$ cat config.mk
export PLATFORM = sky130hd
export DESIGN_NAME = seq_divider_flat
export DESIGN_NICKNAME = d
export VERILOG_FILES = /design/src/rtl/seq_divider_pkg.sv /design/src/rtl/seq_divider_if.sv /design/src/rtl/seq_divider_div_step.sv /design/src/rtl/seq_divider.sv /design/src/flat_wrapper.sv
export SDC_FILE = /design/constraint.sdc
export NUM_CORES = 1
export LEC_CHECK = 0
export CORE_UTILIZATION = 25
export DETAILED_ROUTE_END_ITERATION = 10
export SLEW_MARGIN = 40
export SYNTH_ARGS = -nofsm -noshare
export SYNTH_HDL_FRONTEND = slang
export SYNTH_HIERARCHICAL = 1
export SYNTH_SLANG_ARGS = --single-unit
$ cat constraint.sdc
create_clock -name clk -period 10.4 [get_ports clk]
set_clock_uncertainty 0.1 [all_clocks]
set_input_delay 2.08 -clock clk [delete_from_list [all_inputs] [get_ports clk]]
set_output_delay 2.08 -clock clk [all_outputs]
set_load 0.02 [all_outputs]
$ cat src/rtl/seq_divider_pkg.sv
// Shared definitions for the sequential RV32M divider: operation codes,
// FSM state encodings and default sizing.
package seq_divider_pkg;

    localparam int WIDTH_DEF = 32;
    localparam int CNT_W_DEF = 6;

    localparam logic [1:0] OP_DIV  = 2'b00;
    localparam logic [1:0] OP_DIVU = 2'b01;
    localparam logic [1:0] OP_REM  = 2'b10;
    localparam logic [1:0] OP_REMU = 2'b11;

    localparam logic [1:0] S_IDLE = 2'd0;
    localparam logic [1:0] S_CALC = 2'd1;
    localparam logic [1:0] S_DONE = 2'd2;

    // Bit 0 clear marks the signed variants, bit 1 set selects the remainder.
    function automatic logic is_signed_op(input logic [1:0] op);
        return ~op[0];
    endfunction

    function automatic logic is_rem_op(input logic [1:0] op);
        return op[1];
    endfunction

endpackage

$ cat src/rtl/seq_divider_if.sv
// Request/response bundle between the execute-stage controller (master)
// and the divider (slave).
interface seq_divider_if import seq_divider_pkg::*; #(
    parameter int WIDTH = WIDTH_DEF
) ();
    logic             start;
    logic [1:0]       op;
    logic [WIDTH-1:0] op1;
    logic [WIDTH-1:0] op2;
    logic             busy;
    logic             done;
    logic [WIDTH-1:0] res;

    modport master (output start, op, op1, op2, input busy, done, res);
    modport slave  (input start, op, op1, op2, output busy, done, res);
endinterface

$ cat src/rtl/seq_divider_div_step.sv
// One restoring-division iteration: shift {rem, quo} left and keep the
// trial subtraction only when it does not go negative.
module seq_divider_div_step #(
    parameter int WIDTH = 32
) (
    input  logic [WIDTH-1:0] rem,
    input  logic [WIDTH-1:0] quo,
    input  logic [WIDTH-1:0] divisor,
    output logic [WIDTH-1:0] rem_next,
    output logic [WIDTH-1:0] quo_next
);
    logic [WIDTH:0] rem_shift;
    logic [WIDTH:0] trial;

    always_comb begin
        rem_shift = {rem, quo[WIDTH-1]};
        trial     = rem_shift - {1'b0, divisor};
        // The extra top bit is the borrow: set means the divisor did not fit.
        if (!trial[WIDTH]) begin
            rem_next = trial[WIDTH-1:0];
            quo_next = {quo[WIDTH-2:0], 1'b1};
        end else begin
            rem_next = rem_shift[WIDTH-1:0];
            quo_next = {quo[WIDTH-2:0], 1'b0};
        end
    end
endmodule

$ cat src/rtl/seq_divider.sv
// Iterative restoring divider for DIV/DIVU/REM/REMU, one quotient bit per
// clock, with the RISC-V divide-by-zero and overflow cases resolved in one cycle.
module seq_divider import seq_divider_pkg::*; #(
    parameter int WIDTH = WIDTH_DEF,
    parameter int CNT_W = CNT_W_DEF
) (
    input  logic         clk,
    input  logic         rst_n,
    seq_divider_if.slave bus
);
    localparam logic [WIDTH-1:0] MIN_NEG = {1'b1, {(WIDTH-1){1'b0}}};

    logic [1:0]       state_q, state_d;
    logic [CNT_W-1:0] cnt_q, cnt_d;
    logic [1:0]       op_q, op_d;
    logic             negq_q, negq_d;
    logic             negr_q, negr_d;
    logic [WIDTH-1:0] rem_q, rem_d;
    logic [WIDTH-1:0] quo_q, quo_d;
    logic [WIDTH-1:0] dvs_q, dvs_d;
    logic [WIDTH-1:0] res_q, res_d;

    logic [WIDTH-1:0] rem_nx, quo_nx;
    logic [WIDTH-1:0] abs1, abs2;
    logic             sgn, accept;

    seq_divider_div_step #(.WIDTH(WIDTH)) u_step (
        .rem      (rem_q),
        .quo      (quo_q),
        .divisor  (dvs_q),
        .rem_next (rem_nx),
        .quo_next (quo_nx)
    );

    always_comb begin
        state_d = state_q;
        cnt_d   = cnt_q;
        op_d    = op_q;
        negq_d  = negq_q;
        negr_d  = negr_q;
        rem_d   = rem_q;
        quo_d   = quo_q;
        dvs_d   = dvs_q;
        res_d   = res_q;

        sgn    = is_signed_op(bus.op);
        abs1   = (sgn && bus.op1[WIDTH-1]) ? -bus.op1 : bus.op1;
        abs2   = (sgn && bus.op2[WIDTH-1]) ? -bus.op2 : bus.op2;
        accept = bus.start && (state_q == S_IDLE || state_q == S_DONE);

        case (state_q)
            S_IDLE, S_DONE: begin
                state_d = S_IDLE;
                if (accept) begin
                    op_d   = bus.op;
                    negq_d = sgn && (bus.op1[WIDTH-1] ^ bus.op2[WIDTH-1]);
                    negr_d = sgn && bus.op1[WIDTH-1];
                    rem_d  = '0;
                    quo_d  = abs1;
                    dvs_d  = abs2;
                    // Architecturally defined results bypass the iteration.
                    if (bus.op2 == '0) begin
                        state_d = S_DONE;
                        res_d   = is_rem_op(bus.op) ? bus.op1 : '1;
                    end else if (sgn && bus.op1 == MIN_NEG && bus.op2 == '1) begin
                        state_d = S_DONE;
                        res_d   = is_rem_op(bus.op) ? '0 : MIN_NEG;
                    end else begin
                        state_d = S_CALC;
                        cnt_d   = CNT_W'(WIDTH - 1);
                    end
                end
            end
            S_CALC: begin
                rem_d = rem_nx;
                quo_d = quo_nx;
                if (cnt_q == '0) begin
                    state_d = S_DONE;
                    res_d   = is_rem_op(op_q) ? (negr_q ? -rem_nx : rem_nx)
                                              : (negq_q ? -quo_nx : quo_nx);
                end else begin
                    cnt_d = cnt_q - 1'b1;
                end
            end
            default: state_d = S_IDLE;
        endcase
    end

    always_ff @(posedge clk or negedge rst_n) begin
        if (!rst_n) begin
            state_q <= S_IDLE;
            cnt_q   <= '0;
            op_q    <= '0;
            negq_q  <= 1'b0;
            negr_q  <= 1'b0;
            rem_q   <= '0;
            quo_q   <= '0;
            dvs_q   <= '0;
            res_q   <= '0;
        end else begin
            state_q <= state_d;
            cnt_q   <= cnt_d;
            op_q    <= op_d;
            negq_q  <= negq_d;
            negr_q  <= negr_d;
            rem_q   <= rem_d;
            quo_q   <= quo_d;
            dvs_q   <= dvs_d;
            res_q   <= res_d;
        end
    end

    assign bus.busy = (state_q == S_CALC);
    assign bus.done = (state_q == S_DONE);
    assign bus.res  = res_q;
endmodule

$ cat src/flat_wrapper.sv
// flat-port wrapper written by rule: the top's interface ports become plain ports
module seq_divider_flat import seq_divider_pkg::*;
#(
    parameter int WIDTH = WIDTH_DEF,
    parameter int CNT_W = CNT_W_DEF
)
  (clk, rst_n, bus_start, bus_op, bus_op1, bus_op2, bus_busy, bus_done, bus_res);
  seq_divider_if #(.WIDTH(WIDTH)) bus_i ();
  input  logic clk;
  input  logic rst_n;
  input wire logic [$bits(bus_i.start)-1:0] bus_start;
  input wire logic [$bits(bus_i.op)-1:0] bus_op;
  input wire logic [$bits(bus_i.op1)-1:0] bus_op1;
  input wire logic [$bits(bus_i.op2)-1:0] bus_op2;
  output wire logic [$bits(bus_i.busy)-1:0] bus_busy;
  output wire logic [$bits(bus_i.done)-1:0] bus_done;
  output wire logic [$bits(bus_i.res)-1:0] bus_res;
  assign bus_i.start = bus_start;
  assign bus_i.op = bus_op;
  assign bus_i.op1 = bus_op1;
  assign bus_i.op2 = bus_op2;
  assign bus_busy = bus_i.busy;
  assign bus_done = bus_i.done;
  assign bus_res = bus_i.res;
  seq_divider #(.WIDTH(WIDTH), .CNT_W(CNT_W)) u_core (.clk(clk), .rst_n(rst_n), .bus(bus_i));
endmodule
==> impl_metrics.yaml, run 1 <==
status:
  outcome: "finished clean"
logic_synthesis:
  synthFlopType: "dfrtp_1"
  synth_fp_nets: 1434
  syn_inst: 1325
  syn_area_um2: 11300
  ys_ff_latch: 139
  async_flop_share: 1.00
  syn_avg_cell_area_um2: 8.54
  ys_warn_count: 6
  synth_seq_area_share: 0.307
  synth_cell_types: 83
  synth_edf_count: 0
grt:
  antenna_found_initial: 1
  grt_overflow_total: 0
  grt_pass1_vias: 10129
  grt_max_degree: 83
  track_usage: 0.158
  grt_pass1_wl_um: 57900
route:
  routedWlPerCell_um: 18.8
  vias: 10290
  via_per_inst: 5.26
  drtIter0Drc: 704
  ant_nets: 0
  drt_pre_antenna_iters: 5
  wirelength_um: 36800
  drc: 0
worst_setup_path:
  cpPeakStageDelay_ps: 570
  cp_slowest_cell: "or4_1"
  path_buf_inv: 2
  crit_family: "compound AO/OA/AOI/OAI gates"
  worstSetupPathType: "reg2reg"
  cp.arrival_ps: 5960
  cp_data_required_time_ps: 10600
  worst_setup_path_end_kind: "flip-flop"
  crit_chain: "inv_1 > ha_1 > fa_1 > and2b_1 > o2111ai_2 > a21oi_2 > o2111ai_1 > a211oi_2 > nor2_4 > mux2i_4 > and2_4 > inv_8 > mux2_4 > or4_1 > or2_2 > o41ai_1 > xnor2_1 > a22oi_1 > a31oi_1"
  critPathLaunchType: "flip-flop"
  critPathMaxFanout: 27
timing:
  grt_setup_unrepaired: "false"
  layout_min_cycle_time_ps: 5760
  relSlewSlack: 0.442
  hold_viol: 0
  fmax_mhz: 174
  worst_pin_slew_ps: 828
  slew_violations: 0
  setup_viol: 0
  setup-tns-final_ps: 0
  min_period_over_period: 0.554
power:
  power.density_nw_per_um2: 429
  finalPower_w: 0.00566
  cellLeakagePower_nw: 4.94
  switching_power_w: 0.00278
  switching_share: 0.491
  irDropWorstVdd_v: 0.000212
  p_int_w: 0.00288
  seqPwrFrac: 0.198
  combPwrFrac: 0.697
  pwr-share-clk: 0.106
floorplan:
  core-area_um2: 44400
  ios: 103
  start_util: 0.255
  die_x_um: 215
  rows: 77
  dieArea_um2: 46100
  dieHeight_um: 215
cts:
  cts_hold_buf: 0
  cts.clk_slew.worst_paths_ps: 70
  post_cts_buffers: 0
  cts_root_buf: "clkbuf_16"
  cts_buffers: 17
  clkSinkCount: 139
  post_cts_resized: 0
  clockBufferDepth: 2
  worstSkewPairLatency_ps: 450
  htreeDepth: 4
  cts_tree: "done"
place:
  place_area_um2: 12600
  gp_congestion: 0.893
  place.port_buffers: 102
  dpl.hpwl_um: 27400
final_layout:
  num-fill-cells: 4658
  drive_gt1_frac: 0.0791
  nets: 1462
  syn_to_final_growth_pct: 16.6
  antenna_cells: 0
  multi_input_area_um2: 7050
  design_area_um2: 13200
  area.sequential_um2: 3480
worst_hold_path:
  hp-class: "reg2reg"
flow_run:
  drv_cap: 0
==> worst register-to-register path, stage by stage, from the launching register on <==
cell and delay, ps:
dfrtp_1 370, inv_1 50, ha_1 220, fa_1 400, and2b_1 250, o2111ai_2 140
a21oi_2 210, o2111ai_1 230, a211oi_2 350, nor2_4 110, mux2i_4 340, and2_4 310
inv_8 140, mux2_4 350, or4_1 570, or2_2 440, o41ai_1 470, xnor2_1 150
a22oi_1 290, a31oi_1 130
==> registers in the layout, indices dropped and copies added, names as in the netlist <==
signal / flops
u_core/op_q: 1
u_core/state_q: 2
u_core/cnt_q: 6
u_core/negr_q: 1
u_core/dvs_q: 32
u_core/bus.res: 32
u_core/negq_q: 1
u_core/quo_q: 32
u_core/rem_q: 32
==> placed cells by master (no fill, tap or decap), types with 21 or more instances in the layout <==
cell type,count
ha_1,39
a22oi_1,36
or4_1,24
inv_1,57
a31oi_1,30
xnor2_1,85
o41ai_1,23
nor2_1,80
o21ai_0,139
xor2_1,55
dfrtp_1,137
nand2_1,99
a21oi_1,48
a22o_1,31
nor4_1,26
o31ai_1,37
clkdlybuf4s50_1,101
nand3_1,21
==> layer usage <==
layer	GRT usage	wire length, µm	vias up
met3	0.0218	1290	48
met5	0	13	-
met1	0.201	16400	5043
met2	0.269	18000	244
met4	0.0610	1080	2
li1	-	-	4953
==> Yosys cell counts, types with 4 or more instances <==
| master | count | area share |
|---|---|---|
| a211o_1 | 4 | 0.0031 |
| mux2i_1 | 5 | 0.0044 |
| nand3_1 | 21 | 0.0093 |
| a41oi_1 | 7 | 0.0054 |
| a21o_1 | 17 | 0.011 |
| mux2_2 | 5 | 0.0050 |
| nor3b_1 | 4 | 0.0027 |
| and3_1 | 6 | 0.0033 |
| buf_4 | 36 | 0.024 |
| buf_2 | 4 | 0.0018 |
| nand2_1 | 99 | 0.033 |
| a22oi_1 | 36 | 0.024 |
| o31ai_1 | 37 | 0.025 |
| nor2b_1 | 7 | 0.0039 |
| o21a_1 | 9 | 0.0060 |
| nand4_1 | 20 | 0.011 |
| inv_1 | 58 | 0.019 |
| nor4_1 | 29 | 0.016 |
| o21ai_0 | 140 | 0.062 |
| ha_1 | 39 | 0.043 |
| nor2_1 | 83 | 0.028 |
| a21oi_1 | 48 | 0.021 |
| a31oi_1 | 30 | 0.017 |
| or3_1 | 17 | 0.0094 |
| o211ai_1 | 17 | 0.011 |
| o41ai_1 | 23 | 0.018 |
| mux2_4 | 19 | 0.025 |
| a22o_1 | 31 | 0.024 |
| xnor2_1 | 85 | 0.066 |
| or4_1 | 24 | 0.016 |
| nor3_1 | 20 | 0.0088 |
| xor2_1 | 55 | 0.043 |
| nand2b_1 | 15 | 0.0083 |
| or2_2 | 7 | 0.0039 |
| dfrtp_1 | 139 | 0.31 |
| clkbuf_1 | 55 | 0.018 |
| o2111ai_1 | 5 | 0.0039 |
| o21bai_1 | 4 | 0.0027 |
==> per-stage QoR <==
step	setup WS [ps]	hold WS (ps)	std cells	util
final	4640	379	1958	0.297
after global routing	4230	402	1958	0.297
after CTS	4670	385	1958	0.297
after detailed placement	4380	371	1926	0.284
after global placement	4460	368	1925	0.283
after floorplan	5120	350	1325	-
==> power by group through the flow <==
stage          Combinational (W)  Clock, W  Sequential, W
6_report                 0.00394  0.000599        0.00112
3_5_place_dp             0.00388         0        0.00112
5_1_grt                  0.00430  0.000633        0.00115
2_1_floorplan            0.00315         0        0.00101
3_3_place_gp             0.00383         0        0.00111
4_1_cts                  0.00390  0.000609        0.00111
==> layout make-up <==
type / count / area share
multi-input cells: 1022 / 0.534
flip-flops and latches: 139 / 0.264
repair buffers: 113 / 0.0854
well taps: 592 / 0.0561
clock buffers: 17 / 0.0322
inverters: 60 / 0.0176
clock inverters: 15 / 0.0108
==> worst paths after layout <==
path,end,slack [ps],cells after the start,from
setup / recovery,u_core/bus.res[29],4640,19,u_core/quo_q[31]
hold / removal,u_core/dvs_q[26],380,2,u_core/dvs_q[26]
setup reg to reg,u_core/bus.res[29],4640,19,u_core/quo_q[31]
hold reg to reg,u_core/dvs_q[26],380,2,u_core/dvs_q[26]
max in group asynchronous,u_core/negq_q,7550,2,rst_n
min in group asynchronous,u_core/dvs_q[7],1600,1,rst_n
==> kinds of logic (layout without fill, tap and decap cells) <==
logic type,after synthesis,after routing,synth area share
xor gates and xnor gates,140,140,0.108
AOI/OAI and AO/OA,440,440,0.260
adders and majority gates,40,40,0.0449
buffers and inverters,164,205,0.0749
DFF,139,139,0.307
muxes,30,30,0.0366
and+or+nand+nor,372,372,0.168
Power figures use the tool's default switching activity.
==> run 2, diff against run 1 <==
==> constraint.sdc (replaced) <==
create_clock -name clk -period 5 [get_ports clk]
set_clock_uncertainty 0.1 [all_clocks]
set_input_delay 1 -clock clk [delete_from_list [all_inputs] [get_ports clk]]
set_output_delay 1 -clock clk [all_outputs]
set_load 0.02 [all_outputs]
==> run 2 against run 1 <==
  * Sequential cell count stayed put
  * Worst setup slack got worse by 4600 ps
  * Fmax rose by 16%
  * Via count up 5.0%
  * Count of clock-buffer cells in the layout increased by 3
  * Wire length rose by 4.3%
  * Non-clock buffer count up 79
  * Global-route usage increased by 0.31 points
  * Hold slack lost 1.1 ps
  * First-iteration DRC count increased by 15%
  * Critical path depth unchanged
==> impl_metrics.yaml, run 2 (same netlist as run 1, synthesis figures left out) <==
worst_setup_path:
  cp_data_required_time_ps: 5280
  cp.arrival_ps: 5260
  r2r-start: "u_core/quo_q[31]"
  critPathMaxFanout: 6
  cpPeakStageDelay_ps: 610
  crit_chain: "inv_1 > ha_2 > fa_2 > and2b_1 > o2111ai_2 > a21oi_2 > o2111ai_2 > a211oi_2 > nor2_4 > mux2i_4 > and2_4 > inv_6 > mux2_4 > or4_4 > or4_4 > or3_4 > o22a_1 > a21oi_2 > o221a_1"
  critPathLaunchType: "flip-flop"
  worst_setup_path_end_kind: "flip-flop"
  reg2reg_slack_ps: 20
  cp_slowest_cell: "or4_4"
  timing.rr.end: "u_core/bus.res[31]"
  worstSetupPathType: "reg2reg"
  rr_worst_depth: 19
place:
  dpl.hpwl_um: 28700
  gp_congestion: 0.876
  place.port_buffers: 102
timing:
  min_period_over_period: 0.997
  slew_violations: 0
  setup_viol: 0
  grt_setup_unrepaired: "true"
  worst_pin_slew_ps: 907
  setup-tns-final_ps: 0
  hold_viol: 0
  relSlewSlack: 0.396
  fmax_mhz: 201
  layout_min_cycle_time_ps: 4980
final_layout:
  final_common_cell: "o21ai_0"
  antenna_cells: 0
  final_util: 0.319
  syn_to_final_growth_pct: 25.0
  drive_gt1_frac: 0.155
  final_cell_mix: "o21ai_0, dfrtp_1, clkdlybuf4s50_1, nand2_1, buf_4"
  nets: 1544
cts:
  cts_hold_buf: 0
  cts_tree: "done"
  cts_root_buf: "clkbuf_16"
  cts_buffers: 17
  clkSinkCount: 139
  htreeDepth: 4
  worstSkewPairLatency_ps: 440
  cts.clk_slew.worst_paths_ps: 60
  clockBufferDepth: 2
floorplan:
  rows: 77
  start_util: 0.255
  core-area_um2: 44400
  dieArea_um2: 46100
  die_x_um: 215
  ios: 103
  dieHeight_um: 215
route:
  wirelength_um: 38300
  ant_nets: 0
  drt_pre_antenna_iters: 5
  via_per_inst: 5.30
  routedWlPerCell_um: 18.8
  vias: 10800
  drtIter0Drc: 812
  drc: 0
grt:
  grt_overflow_total: 0
  grt_pass1_vias: 10605
  antenna_found_initial: 2
  grt_pass1_wl_um: 58900
  track_usage: 0.161
  grt_max_degree: 88
worst_hold_path:
  hold_path_depth: 2
  min_to: "u_core/dvs_q[26]"
  hp-class: "reg2reg"
  hp-start: "u_core/dvs_q[26]"
flow_run:
  drv_cap: 0
status:
  outcome: "finished clean"
-- run 2: cell types whose count changed in the layout (fill, tap and decap cells not counted), moves of 3 or more --
cell and change:
o31ai_4 +7, o41ai_2 +4, o31ai_1 -8, buf_4 +79, a41oi_2 +3, or4_1 -6, or4_4 +6, clkinv_4 -3
o41ai_4 +5, or2_4 +4, a41oi_1 -3, o41ai_1 -9, inv_6 -3
-- run 2: stage by stage --
stage               hold slack, ps  cell area [µm²]  std cells  worst slack (ps)
floorplan                      350            11400       1325             -85.2
global placement               369            13200       1998              -100
detailed placement             371            13200       1998              -118
CTS                            384            13800       2031              8.01
global route                   407            14200       2039              -220
finish                         378            14200       2039              16.6
-- run 2: repair_timing --
| item | CTS | global route |
|---|---|---|
| pin swaps | 7 | 32 |
| cloned | 1 | 2 |
| gates resized for setup | 13 | 39 |
| setup buffers | 1 | 6 |
| endpoints found under the setup margin | 10 | 21 |
-- run 2: area by class of cell --
cell class	instances	area [µm²]
clock buffers	20	457
clock inverters	11	121
fillers	4597	30300
inverters	60	233
multi-input cells	1024	7390
flip-flops and latches	139	3480
well taps	592	741
repair buffers	192	1720
repair inverters	1	8.76
-- run 2: metal layers --
| layer | global-route usage | wire length, µm | vias to the layer above |
|---|---|---|---|
| li1 | - | - | 5102 |
| met5 | 0 | 23 | - |
| met1 | 0.203 | 16700 | 5299 |
| met2 | 0.275 | 18700 | 334 |
| met4 | 0.0567 | 1040 | 4 |
| met3 | 0.0268 | 1950 | 61 |
-- run 2: worst max path at each step --
stage	from	cells after the start	to	slack [ps]
6_report	u_core/quo_q[31]	19	u_core/bus.res[31]	20
2_1_floorplan	u_core/quo_q[31]	22	u_core/bus.res[31]	-90
3_5_place_dp	u_core/quo_q[31]	20	u_core/bus.res[25]	-120
3_3_place_gp	u_core/quo_q[31]	20	u_core/bus.res[25]	-100
4_1_cts	u_core/quo_q[31]	20	u_core/bus.res[24]	8
5_1_grt	u_core/quo_q[31]	19	u_core/bus.res[31]	-220
-- run 2: critical path: cells and delay by family (launching register included) --
kind / cells / cell delay (ps)
buffers and inverters: 2 / 140
adder cells (fa/ha/maj): 2 / 530
multiplexers: 2 / 510
AND/OR/NAND/NOR: 6 / 2030
flip-flops: 1 / 340
AO/OA/AOI/OAI: 7 / 1280
Power of run 2 is left out: the tool's default activity adds up to more than one toggle a clock period on the data nets, which glitch-free logic cannot reach.
